$ cat config.mk
export PLATFORM = sky130hd
export DESIGN_NAME = train_sequencer
export DESIGN_NICKNAME = d
export VERILOG_FILES = /design/src/rtl/train_sequencer.sv
export SDC_FILE = /design/constraint.sdc
export NUM_CORES = 1
export LEC_CHECK = 0
export ABC_AREA = 1
export CORE_MARGIN = 4
export CORE_UTILIZATION = 53
export CTS_BUF_LIST = sky130_fd_sc_hd__clkbuf_4 sky130_fd_sc_hd__clkbuf_8
export DETAILED_ROUTE_END_ITERATION = 8
export PLACE_DENSITY = 0.82
export SLEW_MARGIN = 40
export SYNTH_ARGS = -nofsm -noshare
export SYNTH_HDL_FRONTEND = slang
export SYNTH_SLANG_ARGS = --single-unit
$ cat constraint.sdc
create_clock -name clk_in -period 1.8 [get_ports clk_in]
set_input_delay 0.45 -clock clk_in [delete_from_list [all_inputs] [get_ports clk_in]]
set_output_delay 0.45 -clock clk_in [all_outputs]
set_load 0.005 [all_outputs]
$ cat src/rtl/train_sequencer.sv
// ---------------------------------------------------------------------------
// train_sequencer
//
// Purpose:
//    Sequences one training/inference pass through a chain of DEPTH
//    perceptron layers. A sample/target pair is accepted by valid/ready and
//    driven to layer 0. The sequencer then strobes fd_prop one layer per
//    cycle and captures the network output and its error against the target.
//    When training, it strobes bk_prop from the last layer back to layer 0.
//    It also generates the network reset pulse after power-up and an LFSR bit
//    that units sample while that reset is high to seed their control weight.
//
// Ports:
//    clk_in        clock
//    rst_n_in      asynchronous active-low reset
//    train_en      sampled at accept: 1 = run backward pass
//    sample_valid  sample/target offered
//    sample_ready  sequencer can accept (IDLE only)
//    sample_in     input vector for layer 0
//    target_in     desired network output
//    net_in        registered sample, drives layer-0 fin
//    net_out       last-layer fout
//    err_out       registered error, drives last-layer bin
//    fd_prop       one-hot forward strobe, bit k -> layer k
//    bk_prop       one-hot backward strobe, bit k -> layer k
//    net_rst_out   synchronous active-high reset to all units
//    oscillator    LFSR bit sampled by units during net_rst_out
//    result_valid  pass complete, result held
//    result_ready  consumer takes result
//    result_out    net_out captured at the end of the forward pass
//    result_miss   any lane of the result wrong
//    sample_count  accepted samples, saturating
//    error_count   passes with result_miss set, saturating
// ---------------------------------------------------------------------------
module train_sequencer #(
   parameter int DEPTH       = 4,
   parameter int WIDTH       = 3,
   parameter int INIT_CYCLES = 8,
   parameter int CNT_W       = 16
) (
   input  logic             clk_in,
   input  logic             rst_n_in,
   input  logic             train_en,
   input  logic             sample_valid,
   output logic             sample_ready,
   input  logic [WIDTH-1:0] sample_in,
   input  logic [WIDTH-1:0] target_in,
   output logic [WIDTH-1:0] net_in,
   input  logic [WIDTH-1:0] net_out,
   output logic [WIDTH-1:0] err_out,
   output logic [DEPTH-1:0] fd_prop,
   output logic [DEPTH-1:0] bk_prop,
   output logic             net_rst_out,
   output logic             oscillator,
   output logic             result_valid,
   input  logic             result_ready,
   output logic [WIDTH-1:0] result_out,
   output logic             result_miss,
   output logic [CNT_W-1:0] sample_count,
   output logic [CNT_W-1:0] error_count
);

   localparam int IDX_W  = (DEPTH > 1) ? $clog2(DEPTH) : 1;
   localparam int INIT_W = (INIT_CYCLES > 1) ? $clog2(INIT_CYCLES) : 1;

   localparam logic [IDX_W-1:0]  LAST_IDX  = IDX_W'(DEPTH - 1);
   localparam logic [INIT_W-1:0] INIT_LAST = INIT_W'(INIT_CYCLES - 1);

   typedef enum logic [2:0] {
      S_INIT,
      S_IDLE,
      S_FWD,
      S_ERR,
      S_BWD,
      S_DONE
   } state_t;

   state_t state;
   state_t state_next;

   logic [IDX_W-1:0]  idx;
   logic [INIT_W-1:0] init_cnt;
   logic [WIDTH-1:0]  target_q;
   logic              train_q;
   logic [7:0]        lfsr;
   logic [WIDTH-1:0]  err_now;
   logic              accept;
   logic              lfsr_fb;

   function automatic logic [CNT_W-1:0] sat_inc(input logic [CNT_W-1:0] v);
      return (&v) ? v : v + CNT_W'(1);
   endfunction

   assign accept     = sample_valid && sample_ready;
   assign err_now    = net_out ^ target_q;
   assign oscillator = lfsr[0];

   // x^8+x^6+x^5+x^4+1, left-shifting Fibonacci form; the new bit lands in
   // bit 0 so the oscillator sees a fresh value every cycle.
   assign lfsr_fb = lfsr[7] ^ lfsr[5] ^ lfsr[4] ^ lfsr[3];

   // State register. Reset is asynchronous so strobes fall the moment
   // rst_n_in drops, even in the middle of a pass.
   always_ff @(posedge clk_in or negedge rst_n_in) begin
      if (!rst_n_in) begin
         state <= S_INIT;
      end else begin
         state <= state_next;
      end
   end

   // Next-state logic. idx walks up through the layers in FWD and back down
   // in BWD; each layer gets exactly one strobe cycle.
   always_comb begin
      state_next = state;
      case (state)
         S_INIT: if (init_cnt == INIT_LAST) state_next = S_IDLE;
         S_IDLE: if (accept) state_next = S_FWD;
         S_FWD:  if (idx == LAST_IDX) state_next = S_ERR;
         S_ERR:  state_next = train_q ? S_BWD : S_DONE;
         S_BWD:  if (idx == '0) state_next = S_DONE;
         S_DONE: if (result_ready) state_next = S_IDLE;
         default: state_next = S_INIT;
      endcase
   end

   // Output decode. Strobes depend only on state and idx, so fd_prop and
   // bk_prop can never overlap and each is one-hot or zero.
   always_comb begin
      fd_prop      = '0;
      bk_prop      = '0;
      sample_ready = (state == S_IDLE);
      result_valid = (state == S_DONE);
      net_rst_out  = (state == S_INIT);
      for (int k = 0; k < DEPTH; k++) begin
         fd_prop[k] = (state == S_FWD) && (idx == IDX_W'(k));
         bk_prop[k] = (state == S_BWD) && (idx == IDX_W'(k));
      end
   end

   // Datapath: init counter, layer index, captured sample/target, the
   // result registers and the saturating statistics counters.
   always_ff @(posedge clk_in or negedge rst_n_in) begin
      if (!rst_n_in) begin
         init_cnt     <= '0;
         idx          <= '0;
         net_in       <= '0;
         target_q     <= '0;
         train_q      <= 1'b0;
         err_out      <= '0;
         result_out   <= '0;
         result_miss  <= 1'b0;
         sample_count <= '0;
         error_count  <= '0;
      end else begin
         case (state)
            S_INIT: begin
               if (init_cnt != INIT_LAST) init_cnt <= init_cnt + INIT_W'(1);
            end
            S_IDLE: begin
               if (accept) begin
                  net_in       <= sample_in;
                  target_q     <= target_in;
                  train_q      <= train_en;
                  idx          <= '0;
                  sample_count <= sat_inc(sample_count);
               end
            end
            S_FWD: begin
               if (idx != LAST_IDX) idx <= idx + IDX_W'(1);
            end
            S_ERR: begin
               // Last layer registered its output on the previous strobe,
               // so net_out is settled here.
               result_out  <= net_out;
               err_out     <= err_now;
               result_miss <= |err_now;
               idx         <= LAST_IDX;
               // Inference goes straight to DONE, so count the miss now.
               if (!train_q && (|err_now)) error_count <= sat_inc(error_count);
            end
            S_BWD: begin
               if (idx != '0) begin
                  idx <= idx - IDX_W'(1);
               end else if (result_miss) begin
                  error_count <= sat_inc(error_count);
               end
            end
            default: begin
            end
         endcase
      end
   end

   // Oscillator LFSR free-runs in every state once out of reset.
   always_ff @(posedge clk_in or negedge rst_n_in) begin
      if (!rst_n_in) begin
         lfsr <= 8'h01;
      end else begin
         lfsr <= {lfsr[6:0], lfsr_fb};
      end
   end

endmodule

## After elaboration in Yosys (flattened, before gate mapping)

Index checks and enable logic that the tools add are counted.

- Register bits: 62
- Latch bits: 0
- Memory bits (writable): 0
- Memory bits (read-only): 0
- Bits of input ports: 14
- Output and inout port bits: 54
- Logic and storage cells: 84
- Memories: 0

- Add/sub/neg operators: 5
- $mul: 0
- Div/mod/pow operators: 0
- $lt $le $gt $ge: 0
- Equality and inequality tests: 21
- Shifts and indexed selects: 0
- Multiplexer cells: 16
- Bitwise logic cells: 5
- Reductions and logical operators: 25

Operator list:

| kind | count |
|---|---|
| 2-to-1 mux 16 bit | 4 |
| adder 16 x 1 -> 16 bit (second input constant) | 2 |
| one-hot mux 16 bit (2 select lines) | 1 |
| AND reduction 16 bit | 2 |
| one-hot mux 3 bit (6 select lines) | 1 |
| 2-to-1 mux 3 bit | 5 |
| != test 2 bit (second input constant) | 6 |
| logical AND 1 bit | 10 |
| != test 2 x 1 -> 1 bit (second input constant) | 5 |
| == test 3 bit (second input constant) | 3 |
| one-hot mux 2 bit (4 select lines) | 1 |
| AND reduction 4 bit | 2 |
| == test 3 x 2 -> 1 bit (second input constant) | 2 |
| 2-to-1 mux 2 bit | 3 |
| AND reduction 5 bit | 1 |
| == test 2 bit (second input constant) | 2 |
| AND reduction 2 bit | 2 |
| nonzero test 2 bit | 2 |
| nonzero test 4 bit | 1 |
| adder 3 x 1 -> 3 bit (second input constant) | 1 |
| == test 3 x 1 -> 1 bit (second input constant) | 1 |
| logical NOT 3 bit | 1 |
| != test 3 bit (second input constant) | 1 |
| AND reduction 3 bit | 1 |
| 10 further kinds | 12 |

## Depth between registers and ports, before layout

Gate-level depths: netlist of run 1.

- Word-level depth: 5
- Mapped depth: 11

## Least setup slack after synthesis of run 1

Ideal clock, no wire load.

- Path kind: reg-to-reg
- From: register error_count[0]
- To: register error_count[13]
- Setup time: 0.117 ns
- Data arrival time: 1.407 ns
- Required time: 1.683 ns
- Slack: 0.275 ns
- Cell stages (with the launch flop): 11
- Path buffers: 1
- Period minus slack after synthesis: 1.525 ns
- Cell sequence: dfrtp_1 -> ha_1 -> nand3_1 -> inv_2 -> nand2_1 -> nor2_1 -> nand2_1 -> buf_2 -> nand3_1 -> nand2_1 -> nand2_1

- Longest elaborated chain between the ends: 5

RTL lines:

| item | RTL line | text |
|---|---|---|
| from (decl) | 60 | `output logic [CNT_W-1:0] error_count` |
| from (signal assigned) | 180 | `if (!train_q && (\|err_now)) error_count <= sat_inc(error_count);` |
| from (signal assigned) | 186 | `error_count <= sat_inc(error_count);` |
| adder 16 x 1 -> 16 bit / AND reduction 16 bit (equally long branches) | 91 | `return (&v) ? v : v + CNT_W'(1);` |
| 2-to-1 mux 16 bit * | 91 |  |
| 2-to-1 mux 16 bit | 185 | `end else if (result_miss) begin` |
| 2-to-1 mux 16 bit | 183 | `if (idx != '0) begin` |
| one-hot mux 16 bit (2 select lines) * | 156 | `case (state)` |

Mark *: on every way between the ends. The rest lies on a longest branch, timed or not. The select of a mux whose other input is x is not followed.
A chain may end at the register's enable or synchronous reset.

## Final worst setup path of run 1

- From: register state[0]
- To: output port sample_ready

- Longest elaborated chain between the ends: 1

RTL lines:

| item | RTL line | text |
|---|---|---|
| from (decl) | 78 | `state_t state;` |
| from (signal assigned) | 108 | `state <= state_next;` |
| == test 3 x 1 -> 1 bit | 132 | `sample_ready = (state == S_IDLE);` |
| to (decl) | 45 | `output logic sample_ready,` |

Every way passes these cells.

==> results of run 1 <==
-- cell type report --
class / instances / area, um2 / area share (%)
inverter: 46 / 190 / 3.80
tap: 75 / 93.8 / 1.88
timing repair buffer: 124 / 1130 / 22.6
multi-input combinational: 318 / 1790 / 35.8
clock buffer: 9 / 124 / 2.48
clock inverter: 7 / 97.6 / 1.95
sequential: 62 / 1570 / 31.4
-- flip-flops by register name (all words and copies together), names as in the netlist --
register	cells
train_q	1
target_q	3
init_cnt	3
idx	2
state	3
result_out	3
error_count	16
net_in	3
result_miss	1
sample_count	16
err_out	3
lfsr	8
-- worst max-delay path: cells and delay by family, from the launching register on --
kind | cells | cell delay [ns]
buffers and inverters | 4 | 0.53
and+or+nand+nor | 2 | 0.26
DFF | 1 | 0.39
-- Yosys cell counts --
master	instances	area [um2]
nand3_2	3	30.0
xnor2_1	13	114
clkinv_2	2	10.0
inv_2	4	15.0
nor2_4	2	22.5
clkbuf_1	2	7.51
nand3_1	31	155
xor2_1	9	78.8
a21oi_1	3	15.0
buf_2	5	25.0
dfstp_2	1	26.3
mux2_2	2	22.5
o21ai_0	18	90.1
o21ai_1	7	35.0
nand2_2	2	12.5
nor2_2	3	18.8
inv_1	40	150
nand3b_1	2	15.0
nor3_1	7	35.0
buf_6	3	33.8
dfrtp_1	61	1530
o211ai_1	1	7.51
ha_1	8	100
nand2_1	146	548
nand4_1	14	87.6
nand2_4	2	22.5
nor2_1	44	165
-- final timing paths --
| path | start | to | slack (ns) | depth (start not counted) |
|---|---|---|---|---|
| worst max-delay path | state[0] | sample_ready | -0.18 | 6 |
| worst max register to register | idx[0] | error_count[13] | -0.11 | 12 |
| worst min-delay path | rst_n_in | net_in[0] | 0.06 | 1 |
| max in group asynchronous | rst_n_in | error_count[10] | 1.22 | 2 |
| min in group clk_in | lfsr[2] | lfsr[3] | 0.35 | 0 |
| worst min register to register | lfsr[2] | lfsr[3] | 0.35 | 0 |
-- cell families after synthesis --
logic type,after synthesis
xor gates and xnor gates,22
adders and majority gates,8
muxes,2
AOI/OAI and AO/OA,29
buffers and inverters,56
DFF,62
and+or+nand+nor,256
-- routing by layer --
metal	part of all wire, %	global-route usage [%]	vias up
met2	50	42.0	250
met5	0	0	-
met1	38	30.6	1682
met3	7.9	4.99	61
met4	4.2	8.23	0
li1	-	-	1634
-- repair_timing --
action,CTS,global route
resized for setup,67,65
endpoints found under the hold margin,0,0
pin swaps,4,15
cloned,0,2
setup buffers,17,15
endpoints found under the setup margin,16,46
-- placed cells by master, fill, tap and decap left out, types with 3 or more instances in the layout --
master           Yosys  routed
clkdlybuf4s50_1      0      53
nor2_4               2       8
dfrtp_1             61      45
a21oi_1              3       3
nand2_4              2       5
nand2_2              2       5
xor2_1               9       9
buf_4                0      38
nand3_2              3       3
ha_1                 8       4
nand3_4              0       6
clkbuf_8             0       9
inv_1               40      34
o21ai_1              7       7
buf_6                3      17
nor2_2               3       3
o21ai_0             18      18
nor2_1              44      38
nand2_1            146     140
inv_2                4       6
ha_4                 0       3
clkinv_2             2       3
nand4_1             14      14
inv_6                0       3
dfrtp_2              0      16
nor3_1               7       5
buf_2                5      11
xnor2_1             13      13
nand3_1             31      26
-- report_power, final --
group	internal (mW)	total (mW)	leakage (nW)	switching [mW]
Clock	0.783	1.40	0.106	0.619
Combinational	1.59	3.35	1.49	1.77
Sequential	1.72	2.03	0.770	0.309
-- metrics by stage --
stage | std cells | instance area (um2) | setup TNS (ns)
after detailed placement | 593 | 4280 | -1.98
final | 641 | 5000 | -0.959
after global routing | 641 | 5000 | -2.78
after floorplan | 435 | 3370 | 0
after CTS | 626 | 4700 | -0.583
after global placement | 593 | 4280 | -1.04
==> flow_summary.ini, run 1 <==
[critical_path]
cp.required_ns = 1.35
criticalPathCategory = reg -> out
crit_chain = buf_6 -> inv_6 -> nor2_1 -> nand2_2 -> inv_2 -> dlygate4sd2_1
cpPeakStageDelay_ns = 0.39
critPathLaunchType = register
worstPathArrival_ns = 1.53
endpoint_kind = output port
critPathMaxFanout = 4
crit_slowest_cell = dfrtp_1

[clock_network]
cts_inserted_buffers = 9
clock_sinks = 62
worstSkewPairLatency_ns = 0.37
cts_tree = yes
htree_levels = 3
cts-root-buf = clkbuf_8
path_clk_slew_ns = 0.07
clock_path_buffers = 2
cts_hold_buf = 0

[synthesis]
synthAdderAreaFrac_pct = 2.97
syn_area_um2 = 3370
synth_top_family_by_area = simple AND/OR/NAND/NOR gates
synth_xor_area_share_pct = 5.72
syn_nets = 457
synth_cell_types = 27
synthCells = 435
synth_seq_cells = 62
yosys.area_share.simple_pct = 33.0
yosys_warnings = 0
muxShareOfSynthArea_pct = 0.668
synth_area_per_cell_um2 = 7.75
synth_compound_area_share_pct = 4.38
yosysSeqAreaShare_pct = 46.1

[floorplanning]
die_w_um = 87.7
dieHeight_um = 87.7
dieArea_um2 = 7700
initial_utilization_pct = 55.6
core_area_um2 = 6060
ios = 68
num_rows = 28

[sta]
finalCritPeriodShare_pct = 110
fmax_mhz = 505
max_slew_margin_pct = 65.5
fin_hold_ws_ns = 0.0629
finalSetupViolations = 20
slew_viol_final = 0
final-hold-violation-count = 0
post-route-min-period_ns = 1.98
setup_ws_ns = -0.181
worst_pin_slew_ns = 0.518
finClkSkew_ns = 0.0185
rsz0062_at_grt = true

[run]
max-cap-violations = 0

[final_layout]
area_growth_syn_to_layout_pct = 48.5
nNetsFinal = 583
fillers = 352
n_antenna_cell = 0
drive_gt1_share_pct = 26.7
fin_util_pct = 82.6

[global_routing]
grt_pass1_vias = 3215
antenna_found_initial = 0
grtUsageTotal_pct = 24.4
grt_max_degree = 25
grt_pass1_wl_um = 14700
overflow = 0

[placement]
place_hpwl_um = 5990
place_ws_ns = -0.144
place_congestion = 0.947
place.port_buffers = 67

[route]
via_per_inst = 5.66
post_drt_wl_per_cell_um = 17.3
vias = 3627
drtIter0Drc = 367
ant_nets = 0
drt-total-wl_um = 11100
dr.pass1.iters = 6
drc = 0

[power_and_ir_drop]
total_power_mw = 6.79
p_per_area_nw_per_um2 = 1360
p_leak_nw = 2.36
ir_drop_mv = 1.06

[outcome]
status = finished, violations left
violations = setup timing

[worst_hold_path]
hp-class = in -> async
Power figures use the tool's default switching activity.
==> run 2, diff against run 1 <==
CORE_MARGIN = 5   (was 4)
==> run 2 against run 1 <==
Against the previous run:
- register-to-register slack improved by 0.14 ns
- global-route usage shrank 3.1 points
- critical path type unchanged
- first-iteration DRC count shrank 25%
- routed wire length decreased by 15%
- clock skew decreased by 0.0088 ns
- the flow still finishes with violations (setup timing)
- sequential share of layout area increased by 0.99 points
- hold slack gained 0.039 ns
- critical endpoint is now fd_prop[3]
- via count is 5.4% lower
- die area grew 4.6%
==> flow_summary.ini, run 2 (synthesized netlist as in run 1, its figures left out) <==
[sta]
worst_pin_slew_ns = 0.389
finalCritPeriodShare_pct = 102
final-hold-violation-count = 0
setup_ws_ns = -0.0437
finalSetupViolations = 5
fin_hold_ws_ns = 0.102
max_slew_margin_pct = 73.9
post-route-min-period_ns = 1.84
rsz0062_at_grt = true
slew_viol_final = 0
fmax_mhz = 542
finClkSkew_ns = 0.00971

[critical_path]
crit_chain = buf_6 -> ha_4 -> inv_2 -> buf_6 -> nor2_4 -> buf_2
endpoint_kind = output port
critPathLaunchType = register
crit_top_cell = buf_6
r2r_start = idx[0]
cp.required_ns = 1.35
worstPathArrival_ns = 1.39
reg2reg_to = error_count[11]
r2r_slack_ns = 0.03
crit_slowest_cell = dfrtp_1
cpPeakStageDelay_ns = 0.41
criticalPathCategory = reg -> out
reg2regPathDepth = 12
critPathMaxFanout = 3

[floorplanning]
dieArea_um2 = 8050
num_rows = 29
dieHeight_um = 89.7
die_w_um = 89.7
core_area_um2 = 6280
ios = 68
initial_utilization_pct = 53.7

[placement]
place_area_um2 = 4240
place.port_buffers = 67
place_ws_ns = -0.130
place_congestion = 0.852
place_hpwl_um = 5630

[global_routing]
grtUsageTotal_pct = 21.3
grt_max_degree = 63
grt_pass1_vias = 3203
grt_pass1_wl_um = 14500
overflow = 0
antenna_found_initial = 0

[final_layout]
nNetsFinal = 577
area_growth_syn_to_layout_pct = 44.5
drive_gt1_share_pct = 26.6
mostFrequentLayoutCell = nand2_1
fillers = 415
n_antenna_cell = 0
fin_util_pct = 77.6
layout_common_cells = nand2_1, clkdlybuf4s50_1, nor2_1, dfrtp_1, buf_4
fin_area_um2 = 4870
reg.largest.list = error_count x16, sample_count x16, lfsr x8

[route]
drtIter0Drc = 277
drc = 0
ant_nets = 0
vias = 3432
post_drt_wl_per_cell_um = 14.8
dr.pass1.iters = 5
via_per_inst = 5.39
drt-total-wl_um = 9430

[clock_network]
cts_inserted_buffers = 9
cts_hold_buf = 0
htree_levels = 3
cts_tree = yes
worstSkewPairLatency_ns = 0.34
clock_path_buffers = 2
clock_sinks = 62
path_clk_slew_ns = 0.08
cts-root-buf = clkbuf_8

[outcome]
status = finished, violations left
violations = setup timing

[power_and_ir_drop]
combPwrFrac_pct = 50.0
seqPwrFrac_pct = 32.3
clkPwrFrac_pct = 17.7
p_int_mw = 3.77
ir_drop_mv = 1.14
p_sw_share_pct = 40.5
p_leak_nw = 2.29
p_per_area_nw_per_um2 = 1300
switchingPower_mw = 2.56

[worst_hold_path]
hp-class = in -> async

[run]
max-cap-violations = 0
==> run 2: cell count changes in the layout (fill, tap and decap cells not counted), sizes merged <==
cell         previous run  this run
buf                    68        61
bufinv                  2         0
clkbuf                  9        11
inv                    45        47
dlygate4sd2             2         1
==> run 2: metrics by stage <==
stage | TNS, ns | instances | total power [mW]
6_report | -0.0999 | 637 | 6.34
5_1_grt | -0.676 | 637 | 6.74
4_1_cts | -0.365 | 622 | 5.83
3_5_place_dp | -1.70 | 590 | 4.30
3_3_place_gp | -1.11 | 590 | 4.23
2_1_floorplan | 0 | 435 | 3.26
==> run 2: power by group through the flow <==
stage	sequential (mW)	clock (mW)	combinational, mW
2_1_floorplan	2.00	0	1.27
3_3_place_gp	2.04	0	2.19
3_5_place_dp	2.04	0	2.26
4_1_cts	2.04	1.15	2.64
5_1_grt	2.09	1.21	3.44
6_report	2.05	1.12	3.17
==> run 2: layout make-up <==
class	count	area, um2	share of cell area (%)
inverter	46	181	3.73
tap	77	96.3	1.98
clock inverter	7	58.8	1.21
sequential	62	1580	32.4
multi-input combinational	318	1780	36.6
clock buffer	9	124	2.54
timing repair buffer	118	1050	21.5
==> run 2: worst max-delay path by stage <==
stage	start	end
global route	idx[0]	fd_prop[3]
CTS	state[0]	bk_prop[0]
global placement	net_out[1]	error_count[12]
detailed placement	net_out[2]	error_count[9]
finish	idx[0]	fd_prop[3]
floorplan	error_count[0]	error_count[13]
==> run 2: worst max-delay path, delay by kind of cell, from the launching register on <==
kind | cells | cell delay, ns
buffers and inverters | 4 | 0.41
flip-flops | 1 | 0.41
adder cells (fa/ha/maj) | 1 | 0.13
AND/OR/NAND/NOR | 1 | 0.10
==> run 2: layer usage <==
layer	part of all wire [%]	up-vias	track usage [%]
met5	0	-	0
met4	2.0	0	5.42
met3	6.6	24	6.09
met2	51	156	35.8
met1	40	1622	26.8
li1	-	1630	-
==> run 2: repair_timing <==
item	CTS	global route
resized for setup	69	56
pin swaps	5	18
buffers inserted	15	15
endpoints found under the setup margin	17	60
cloned	1	1
==> run 3, diff against run 2 <==
clock period = 1.7 ns   (was 1.8 ns; I/O delays follow)
==> run 3 against run 2 <==
Against the previous run:
- the flow still finishes with violations (setup timing)
- non-clock buffer count grew 51
- first-iteration DRC count is 69% higher
- global-route usage rose by 5.2 points
- clock power increased by 33%
- utilization increased by 10 points
- final area increased by 13%
- sequential share of layout area fell by 4.0 points
- flip-flop and latch count stayed put
- final cell count grew 8.2%
- highest routed layer unchanged
==> flow_summary.ini, run 3 (synthesized netlist as in run 1, its figures left out) <==
[outcome]
status = finished, violations left
violations = setup timing

[placement]
dp_cells = 602
place_hpwl_um = 5880
place.port_buffers = 67
place_congestion = 0.888
place_ws_ns = -0.223

[route]
drtIter0Drc = 468
dr.pass1.iters = 6
via_per_inst = 5.74
ant_nets = 0
drt-total-wl_um = 12800
post_drt_wl_per_cell_um = 18.6
drc = 0
vias = 3957

[clock_network]
cts_inserted_buffers = 9
path_clk_slew_ns = 0.08
worstSkewPairLatency_ns = 0.35
cts_tree = yes
cts-root-buf = clkbuf_8
clock_path_buffers = 2
htree_levels = 3
clock_sinks = 62

[final_layout]
drive_gt1_share_pct = 36.4
final_cells = 689
layout_common_cells = nand2_1, buf_4, dfrtp_1
mostFrequentLayoutCell = nand2_1
area_growth_syn_to_layout_pct = 63.3
reg.largest.list = error_count x16, sample_count x16, lfsr x8
multi_input_area_um2 = 1920
final-seq-area_um2 = 1570
fillers = 290
n_antenna_cell = 0
nNetsFinal = 629

[floorplanning]
num_rows = 29
dieHeight_um = 89.7
die_w_um = 89.7
dieArea_um2 = 8050
ios = 68
initial_utilization_pct = 53.7
core_area_um2 = 6280

[power_and_ir_drop]
combPwrFrac_pct = 55.3
p_per_area_nw_per_um2 = 1450
total_power_mw = 7.98
p_leak_nw = 2.76
p_sw_share_pct = 39.4
switchingPower_mw = 3.14
p_int_mw = 4.84
ir_drop_mv = 1.13
seqPwrFrac_pct = 26.1
clkPwrFrac_pct = 18.6

[global_routing]
overflow = 0
grt_max_degree = 45
grtUsageTotal_pct = 26.4
grt_pass1_vias = 3800
use_met3_pct = 5.34
grt_pass1_wl_um = 17700
grt-busiest-layer = met2
met2_usage_pct = 45.4
grtUsageMet1_pct = 31.5
antenna_found_initial = 0

[sta]
finClkSkew_ns = 0.0126
rsz0062_at_grt = true
fin_hold_ws_ns = 0.00553
final-hold-violation-count = 0
max_slew_margin_pct = 69.8
slew_viol_final = 0
fin_setup_tns_ns = -3.79
worst_pin_slew_ns = 0.451
setup_ws_ns = -0.243
finalSetupViolations = 30
finalCritPeriodShare_pct = 114
post-route-min-period_ns = 1.94
fmax_mhz = 515

[critical_path]
endpoint_kind = output port
criticalPathCategory = reg -> out
cp.required_ns = 1.27
crit_start = state[0]
critPathMaxFanout = 5
reg2regPathDepth = 11
r2r_slack_ns = -0.21
endpoint = bk_prop[2]
reg2reg_to = error_count[9]
r2r_start = state[0]
worstPathArrival_ns = 1.52
critPathLaunchType = register

[worst_hold_path]
hp-class = in -> async

[run]
max-cap-violations = 0
[run 3: cell count changes in the layout (fill, tap and decap cells not counted), moves of 8 or more]
cell             before  now
dfrtp_1              40   51
nand2_2               5   21
nand2_1             140  124
dfrtp_2              21   10
buf_6                11   19
dlymetal6s2s_1        1   10
buf_4                39   82
clkdlybuf4s50_1      53   40
[run 3: power by group through the flow]
stage / clock (mW) / sequential [mW] / combinational, mW
after CTS: 1.48 / 2.04 / 3.43
after global placement: 0 / 2.14 / 2.51
final: 1.49 / 2.08 / 4.41
after detailed placement: 0 / 2.15 / 2.59
after floorplan: 0 / 2.11 / 1.34
after global routing: 1.56 / 2.11 / 4.70
[run 3: stage by stage]
| stage | instance area [um2] | utilization (%) |
|---|---|---|
| detailed placement | 4330 | 68.9 |
| floorplan | 3370 | - |
| finish | 5500 | 87.7 |
| global route | 5500 | 87.7 |
| CTS | 5080 | 81.0 |
| global placement | 4330 | 68.9 |
[run 3: critical path, stage by stage, from the launching register on]
cell and delay, ns:
dfrtp_2 0.43, buf_6 0.14, nor2_4 0.14, nand2_4 0.11
buf_6 0.13, nor2_2 0.09, buf_2 0.12
[run 3: area by class of cell]
| cell class | instances | share of cell area [%] |
|---|---|---|
| clock buffer | 9 | 2.25 |
| clock inverter | 7 | 1.77 |
| multi-input combinational | 319 | 34.9 |
| tap | 77 | 1.75 |
| inverter | 46 | 3.46 |
| timing repair buffer | 169 | 27.4 |
| sequential | 62 | 28.4 |
[run 3: how the worst min path moves through the flow]
stage,cells past startpoint,startpoint,end
after floorplan,0,rst_n_in,err_out[0]
after global placement,0,lfsr[2],lfsr[3]
after detailed placement,0,lfsr[6],lfsr[7]
after CTS,1,rst_n_in,sample_count[11]
after global routing,1,rst_n_in,sample_count[15]
final,1,rst_n_in,sample_count[15]
[run 3: routing by layer]
| layer | share of wire [%] | vias up |
|---|---|---|
| li1 | - | 1731 |
| met1 | 36 | 1868 |
| met2 | 52 | 275 |
| met4 | 5.0 | 0 |
| met5 | 0 | - |
| met3 | 7.5 | 83 |
[run 3: what timing repair did]
item                                   CTS  global route
pin swaps                               14            33
cloned                                   2             1
setup endpoints to repair               56            53
gates resized for setup                101            78
setup buffers                           50            18
endpoints found under the hold margin    0             0
hold buffers                             0             0
